<file path="config.mk">
export PLATFORM = sky130hd
export DESIGN_NAME = seq_divider16
export DESIGN_NICKNAME = d
export VERILOG_FILES = /design/src/rtl/alu_pkg.sv /design/src/rtl/sub17bits.sv /design/src/rtl/seq_divider16.sv
export SDC_FILE = /design/constraint.sdc
export NUM_CORES = 1
export LEC_CHECK = 0
export CAP_MARGIN = 10
export CORE_MARGIN = 4
export CORE_UTILIZATION = 42
export DETAILED_ROUTE_END_ITERATION = 12
export SETUP_SLACK_MARGIN = 0.2
export SYNTH_ARGS = -nofsm -noshare
export SYNTH_HDL_FRONTEND = slang
export SYNTH_SLANG_ARGS = --single-unit
</file>
<file path="constraint.sdc">
create_clock -name clk -period 3.4 [get_ports clk]
set_input_delay 0.51 -clock clk [delete_from_list [all_inputs] [get_ports clk]]
set_output_delay 0.51 -clock clk [all_outputs]
set_load 0.05 [all_outputs]
</file>
<file path="src/rtl/alu_pkg.sv">
// rtl/alu_pkg.sv - shared ALU constants and divider state encoding
package alu_pkg;

    localparam int WIDTH = 16;

    typedef enum logic [1:0] {
        DIV_IDLE = 2'd0,
        DIV_RUN  = 2'd1,
        DIV_DONE = 2'd2
    } div_state_e;

    localparam logic [WIDTH-1:0] DIV_ZERO_QUOT = '1;

endpackage

</file>
<file path="src/rtl/sub17bits.sv">
// rtl/sub17bits.sv - (WIDTH+1)-bit subtractor as a + ~b + 1 on 4-bit lookahead groups
module sub17bits #(
    parameter int N = 17
) (
    input  logic [N-1:0] a,
    input  logic [N-1:0] b,
    output logic [N-1:0] diff,
    output logic         carry_out
);

    logic [N-1:0] gen;
    logic [N-1:0] prop;
    logic [N-1:0] carry_in;
    logic         grp_carry;
    logic         grp_cin;
    logic         grp_g;
    logic         grp_p;

    assign gen  = a & ~b;
    assign prop = a ^ ~b;

    // Carries inside a 4-bit group come straight from the group carry-in and
    // the running group generate/propagate; group carries chain between groups.
    always_comb begin
        grp_carry = 1'b1;
        grp_cin   = 1'b1;
        grp_g     = 1'b0;
        grp_p     = 1'b1;
        carry_in  = '0;
        for (int i = 0; i < N; i++) begin
            if (i % 4 == 0) begin
                grp_cin = grp_carry;
                grp_g   = 1'b0;
                grp_p   = 1'b1;
            end
            carry_in[i] = grp_g | (grp_p & grp_cin);
            grp_g = gen[i] | (prop[i] & grp_g);
            grp_p = prop[i] & grp_p;
            if ((i % 4 == 3) || (i == N - 1)) begin
                grp_carry = grp_g | (grp_p & grp_cin);
            end
        end
    end

    assign diff      = prop ^ carry_in;
    assign carry_out = grp_carry;

endmodule

</file>
<file path="src/rtl/seq_divider16.sv">
// rtl/seq_divider16.sv - multi-cycle unsigned restoring divider with valid/ready handshake
module seq_divider16
    import alu_pkg::*;
#(
    parameter int WIDTH = alu_pkg::WIDTH,
    parameter int CNT_W = 5
) (
    input  logic             clk,
    input  logic             rst_n,
    input  logic             in_valid,
    output logic             in_ready,
    input  logic [WIDTH-1:0] dividend,
    input  logic [WIDTH-1:0] divisor,
    output logic             out_valid,
    input  logic             out_ready,
    output logic [WIDTH-1:0] quotient,
    output logic [WIDTH-1:0] remainder,
    output logic             div_zero
);

    div_state_e       state_q, state_d;
    logic [CNT_W-1:0] cnt_q, cnt_d;
    logic [WIDTH-1:0] d_q, d_d;
    logic [WIDTH-1:0] q_q, q_d;
    logic [WIDTH:0]   r_q, r_d;
    logic [WIDTH-1:0] quot_q, quot_d;
    logic [WIDTH-1:0] rem_q, rem_d;
    logic             dz_q, dz_d;
    logic             in_ready_q, in_ready_d;
    logic             out_valid_q, out_valid_d;

    logic [2*WIDTH:0] rq_sh;
    logic [WIDTH:0]   r_sh;
    logic [WIDTH-1:0] q_sh;
    logic [WIDTH:0]   trial;
    logic             no_borrow;

    assign rq_sh = {r_q, q_q} << 1;
    assign r_sh  = rq_sh[2*WIDTH:WIDTH];
    assign q_sh  = rq_sh[WIDTH-1:0];

    sub17bits #(.N(WIDTH + 1)) u_sub (
        .a         (r_sh),
        .b         ({1'b0, d_q}),
        .diff      (trial),
        .carry_out (no_borrow)
    );

    // Next-state: accept, one restoring step per RUN cycle, result hand-off
    always_comb begin
        state_d  = state_q;
        cnt_d    = cnt_q;
        d_d      = d_q;
        q_d      = q_q;
        r_d      = r_q;
        quot_d   = quot_q;
        rem_d    = rem_q;
        dz_d     = dz_q;
        unique case (state_q)
            DIV_IDLE: begin
                if (in_valid && in_ready_q) begin
                    d_d   = divisor;
                    q_d   = dividend;
                    r_d   = '0;
                    cnt_d = CNT_W'(WIDTH);
                    if (divisor == '0) begin
                        state_d = DIV_DONE;
                        quot_d  = DIV_ZERO_QUOT;
                        rem_d   = dividend;
                        dz_d    = 1'b1;
                    end else begin
                        state_d = DIV_RUN;
                    end
                end
            end
            DIV_RUN: begin
                r_d   = no_borrow ? trial : r_sh;
                q_d   = {q_sh[WIDTH-1:1], no_borrow};
                cnt_d = cnt_q - CNT_W'(1);
                if (cnt_q == CNT_W'(1)) begin
                    state_d = DIV_DONE;
                    quot_d  = q_d;
                    rem_d   = r_d[WIDTH-1:0];
                    dz_d    = 1'b0;
                end
            end
            DIV_DONE: begin
                if (out_ready) begin
                    state_d = DIV_IDLE;
                end
            end
            default: state_d = DIV_IDLE;
        endcase
        in_ready_d  = (state_d == DIV_IDLE);
        out_valid_d = (state_d == DIV_DONE);
    end

    // State and datapath registers; handshake outputs registered from next state
    always_ff @(posedge clk or negedge rst_n) begin
        if (!rst_n) begin
            state_q     <= DIV_IDLE;
            cnt_q       <= '0;
            d_q         <= '0;
            q_q         <= '0;
            r_q         <= '0;
            quot_q      <= '0;
            rem_q       <= '0;
            dz_q        <= 1'b0;
            in_ready_q  <= 1'b1;
            out_valid_q <= 1'b0;
        end else begin
            state_q     <= state_d;
            cnt_q       <= cnt_d;
            d_q         <= d_d;
            q_q         <= q_d;
            r_q         <= r_d;
            quot_q      <= quot_d;
            rem_q       <= rem_d;
            dz_q        <= dz_d;
            in_ready_q  <= in_ready_d;
            out_valid_q <= out_valid_d;
        end
    end

    assign in_ready  = in_ready_q;
    assign out_valid = out_valid_q;
    assign quotient  = quot_q;
    assign remainder = rem_q;
    assign div_zero  = dz_q;

endmodule

</file>
Yosys cells after proc, flatten, opt, wreduce, memory -nomap -nowiden
Cells that the tools add are included.
{ "totals": {"out_inout_bits": 35, "regBits": 90} }
{ "classes": {"n_eq_ne": 7, "reduce_logical": 8, "n_addsub": 1, "muxes": 24, "n_bitwise": 70} }
{ "ops": {"columns": ["cell", "count"], "rows": [
  ["$mux W16", 9],
  ["$pmux W16 S2", 4],
  ["$and A1 B1 Y1", 37],
  ["$or A1 B1 Y1", 29],
  ["$and A17 B17 Y17", 1],
  ["$not A16 Y17", 1],
  ["$xor A17 B17 Y17", 1],
  ["$logic_not A16 Y1", 1],
  ["$xor A16 B16 Y16", 1],
  ["$pmux W5 S2", 1],
  ["$mux W2", 4],
  ["$ne A2 B2 Y1 const B", 3],
  ["$pmux W2 S3", 1],
  ["$eq A5 B1 Y1 const B", 1],
  ["$mux W5", 1],
  ["$sub A5 B1 Y5 const B", 1],
  ["$eq A2 B2 Y1 const B", 2],
  ["$logic_not A2 Y1", 2],
  ["$reduce_and A2 Y1", 2],
  ["$reduce_and A4 Y1", 1],
  ["$mux W1", 3],
  ["$eq A2 B1 Y1 const B", 1],
  ["$pmux W1 S2", 1],
  ["$reduce_bool A2 Y1", 1],
  ["$logic_and A1 B1 Y1", 1]
]} }

Logic depth before layout (Yosys ltp)
{ "depth": {"ltp_word": 20, "mapped_depth": 11, "depth_no_buf": 11} }

Modules after synthesis
From an unflattened synthesis, not the netlist that was laid out.
{ "hier_totals": {"hier_cells": 489, "area_unflattened_um2": 4772.1} }
{ "modules_own_cells": {"columns": ["module", "seq_area_each_um2", "instances", "area_per_inst_um2", "cells_per_inst"], "rows": [
  ["seq_divider16", 2253.4, 1, 3976.3, 385],
  ["sub17bits", 0.0, 1, 795.8, 104]
]} }

Worst setup path after synthesis
Ideal clock, no wire load.
{ "synth_path": {"path_kind": "register -> register", "start": "reg r_q[2]", "end": "reg rem_q[12], in the netlist remainder[12]", "stages_incl_launch_ff": 11, "period_less_slack_ns": 2.490, "t_arrival_ns": 2.408, "setup_time_ns": 0.082, "t_required_ns": 3.318, "path_slack_ns": 0.910, "cell_sequence": "dfrtp_1 > ha_1 > or3_4 > o22ai_2 > inv_1 > a211oi_1 > or2_2 > fa_1 > inv_1 > a22oi_1 > a31oi_1"} }
{ "synth_between": {"elab_chain_cells": 15, "word_cells_on_any_way": 18} }
{ "synth_lines": {"columns": ["item", "line_no", "text"], "rows": [
  ["from (decl)", "seq_divider16.sv:25", "logic [WIDTH:0] r_q, r_d;"],
  ["from (signal assigned)", "seq_divider16.sv:116", "r_q <= r_d;"],
  ["$xor A17 B17 Y17", "sub17bits.sv:20", "assign prop = a ^ ~b;"],
  ["$and A1 B1 Y1", "sub17bits.sv:37", "grp_g = gen[i] | (prop[i] & grp_g);"],
  ["$or A1 B1 Y1", "sub17bits.sv:37", null],
  ["$or A1 B1 Y1 *", "sub17bits.sv:40", "grp_carry = grp_g | (grp_p & grp_cin);"],
  ["$and A1 B1 Y1 *", "sub17bits.sv:40", null],
  ["$or A1 B1 Y1 *", "sub17bits.sv:40", null],
  ["$and A1 B1 Y1 *", "sub17bits.sv:40", null],
  ["$or A1 B1 Y1 *", "sub17bits.sv:40", null],
  ["$and A1 B1 Y1", "sub17bits.sv:40", null],
  ["$or A1 B1 Y1", "sub17bits.sv:40", null],
  ["$and A1 B1 Y1", "sub17bits.sv:40", null],
  ["$or A1 B1 Y1", "sub17bits.sv:40", null],
  ["$mux W16 *", "seq_divider16.sv:77", "r_d = no_borrow ? trial : r_sh;"],
  ["$mux W16 *", "seq_divider16.sv:80", "if (cnt_q == CNT_W'(1)) begin"],
  ["$pmux W16 S2 *", "seq_divider16.sv:59", "unique case (state_q)"],
  ["to (signal assigned)", "seq_divider16.sv:118", "rem_q <= rem_d;"],
  ["to (decl)", "seq_divider16.sv:27", "logic [WIDTH-1:0] rem_q, rem_d;"]
]} }
Every way passes the cells marked *; elsewhere a longest branch is shown, timed or not. The select of a mux whose other input is x is not followed.
A chain may end at the register's enable or synchronous reset.

Final worst setup path
Same ends and word-level chain as after synthesis.

==> summary.md <==
| Metric | Value |
|---|---|
| Crit path max fanout | 4 |
| Gate power share | 0.591 |
| RR Endpoint | remainder[12]$_DFFE_PN0P_ |
| CTS tree | yes |
| Outcome | completed |
| Die area | 0.01250 mm² |
| Via Count | 3,742 |
| Max Clock Skew | about 0.013 ns |
| Detailed Route Iter0 Violations | 207 |
| Top cell type's share of synthesized area | 0.4920 |
| Final hold vios | 0 |
| Max-cap viol count | 0 |
| Ports | 71 |
| Reg2reg path depth | 10 |
| All-layer global routing usage | 0.1887 |
| Syn nets | about 560 |
| First-pass DRT Iterations | 4 |
| CP peak stage delay | approximately 0.46 ns |
| Slowest cell on the critical path | a211oi_1 |
| Top cells by instance count after synthesis | nand2_1, dfrtp_1, o21ai_0 |
| Synth Warn # | 0 |
| Fin cells | roughly 700 |
| Syn Std Cell Area | 0.004527 mm² |
| Largest net degree at the start of global routing | 58 |
| Crit-path leading delay family | compound AO/OA/AOI/OAI gates |
| CP cell instances | ha_1 -> or3_4 -> o22ai_2 -> inv_1 -> a211oi_1 -> or2_2 -> fa_1 -> inv_1 -> a22oi_1 -> a31oi_1 |
| Placer congestion estimate | between 0.7 and 0.8 |
| Root buf cell | clkbuf_8 |
| Worst hold path class | in2async |
| Setup TNS | 0 ns |
| Met1 Usage GRT | 0.2594 |
| Kind of critical path | reg2reg |
| Worst-path clk slew | ~0.10 ns |
| Slew Limit Fails | 0 |
| Period utilisation layout | 0.8699 |
| Drt total wl | 11,360 µm |
| Met3 Use GR | 0.03478 |
| Sink Count | 90 |
| WL per Instance | ~16 µm |
| Synth top area cells | dfrtp_1, nand2_1, ha_1 |
| Initial antenna violation count | 0 |
| Reg power frac | 0.286 |
| Row count | 37 |
| Final setup viols | 0 |
| Number of flops mapped to enable cells by yosys | 0 |
| Synth Instances | between 400 and 500 |
| Leakage Power | 2.488 nW |
| Total net switching power | between 0.003 and 0.004 W |
| Core area | between 0.01 and 0.015 mm² |
| Asr flop ratio synth | 1.000 |
| Ant diodes | 0 |
| Filler Cell Count | roughly 1,000 |
| Synth area leader | dfrtp_1 |
| Worst Tran Pin Value | 0.8438 ns |
| ANT nets after route | 0 |
| Power, Total | just under 0.007 W |
| Global-route wire length before repair | about 19,000 µm |
| Remaining Overflow, GRT | 0 |
| RSZ-0062 raised after global routing | no |
| Placed cell count | just under 700 |
| Cts bufs inserted | 9 |
| CP endpoint kind | register |
| Sw Share | 0.4792 |
| CTS max path bufs | 2 |
| Clock Power Share | 0.123 |
| PD cells | between 1000 and 1500 mW/mm² |
| Share of post-route cells with drive strength above 1 | 0.06480 |
| Worst path most repeated cell | inv_1 |
| Synthesized area per cell | slightly above 9 µm² |
| Worst EP arrival | ~3.2 ns |
| Crit path required time | roughly 3.7 ns |
| Peak supply drop | 0.5508 mV |
| Type of origin of the critical path | register |
| Internal power | about 0.0035 W |
| Worst skew pair latency | around 0.35 ns |
| Post-CTS sizing | 0 |
| Initial Util | 0.4346 |
| Synth-to-Final Area Change | 23.71% |
| Final min period | a little under 3 ns |
| Ys flop type | dfrtp_1 |
| Routing usage on met2 | 0.3066 |
| Via density | 5.293 |
| Chip width | 111.8 µm |
| Most common cell in the netlist | nand2_1 |
| Global route hottest layer | met2 |
| Post-CTS setup repair buffer count | 0 |
| Nets@finish | about 620 |
| HPWL Detailed | 8368 µm |
| Hold Buf Count CTS | 0 |
| DIE HEIGHT | roughly 110 µm |
| Register area share after synthesis | 0.4978 |
| Synth cell types | 53 |
| DRC Markers | 0 |
| Fmax achieved | approximately 340 MHz |
| Vias in the first global route | around 3,900 |
| FF+latch count, synth | 90 |
| PortBufs | 70 |
| CTS H-Tree Depth | 3 |
| Slack of the worst reg-to-reg path | ~0.44 ns |
| CP bufs+invs | 2 |
| Worst r2r src | r_q[2]$_DFFE_PN0P_ |
| Max-Slew Margin vs Limit | 0.4348 |
[cell usage in the layout (no fill, tap or decap), types with 7 or more instances in the layout]
master,netlist,layout
nand2_1,122,122
dfrtp_1,89,89
clkdlybuf4s50_1,0,69
o21ai_0,42,42
nor2_1,39,39
a31oi_1,29,29
inv_1,25,25
ha_1,19,19
a21oi_1,13,12
a22oi_1,10,10
clkbuf_8,0,10
buf_4,0,10
nor4_1,7,7
nand3_1,7,7
[cell families after synthesis]
family	count (synthesis)	synth area share
simple gates	203	0.1924
compound gates	129	0.1882
flops	90	0.4978
buf+inv	48	0.04229
fa+ha+maj	22	0.06578
xor+xnor	7	0.01354
[state kept, by name (all words and copies together) (netlist names), 2 cells and up]
register   cells
cnt_q          5
state_q        2
q_q           16
d_q           16
quotient      16
r_q           16
remainder     16
[power groups by stage]
stage | clock [W] | sequential (W) | combinational (W)
floorplan | 0 | 0.00253 | 0.00227
global placement | 0 | 0.00194 | 0.00391
detailed placement | 0 | 0.00195 | 0.00398
CTS | 0.000851 | 0.00193 | 0.00401
global route | 0.000901 | 0.00200 | 0.00442
finish | 0.000831 | 0.00193 | 0.00398
[worst register-to-register path: stages (launching register included)]
cell,delay (ns)
dfrtp_1,0.42
ha_1,0.23
or3_4,0.40
o22ai_2,0.24
inv_1,0.15
a211oi_1,0.46
or2_2,0.21
fa_1,0.41
inv_1,0.07
a22oi_1,0.10
a31oi_1,0.19
[cell type report]
type / count / area [µm²] / share of cell area
sequential: 90 / 2253 / 0.4024
multi-input combinational: 361 / 2091 / 0.3733
timing repair buffer: 79 / 765.7 / 0.1367
tap: 136 / 170.2 / 0.03038
clock buffer: 11 / 141.4 / 0.02525
inverter: 25 / 93.84 / 0.01676
clock inverter: 5 / 85.08 / 0.01519
[layer usage]
metal	vias to the layer above	part of all wire	wire, µm
met3	14	0.035	397
met1	1791	0.47	5353
met4	0	0.016	185
met5	-	0	0
li1	1868	-	-
met2	69	0.48	5420
[how the worst max path moves through the flow]
stage                        startpoint                         to  cells after the start
floorplan            r_q[2]$_DFFE_PN0P_  remainder[12]$_DFFE_PN0P_                     10
detailed placement   r_q[2]$_DFFE_PN0P_  remainder[12]$_DFFE_PN0P_                     10
global placement     r_q[2]$_DFFE_PN0P_  remainder[12]$_DFFE_PN0P_                     10
global route        r_q[12]$_DFFE_PN0P_  remainder[11]$_DFFE_PN0P_                      8
finish               r_q[2]$_DFFE_PN0P_  remainder[12]$_DFFE_PN0P_                     10
CTS                  r_q[2]$_DFFE_PN0P_  remainder[12]$_DFFE_PN0P_                     10
[through the flow]
stage               setup slack, ns  hold slack [ns]  area (µm²)    util
finish                       0.4424           0.2153        5600  0.5377
global route                 0.2475           0.2787        5600  0.5377
CTS                          0.4675           0.2467        5600  0.5377
detailed placement           0.5275           0.4665        5374  0.5159
global placement             0.5300           0.4631        5374  0.5159
floorplan                    0.9103           0.2144        4527       -
No activity file was read; power rests on OpenSTA's default activity.
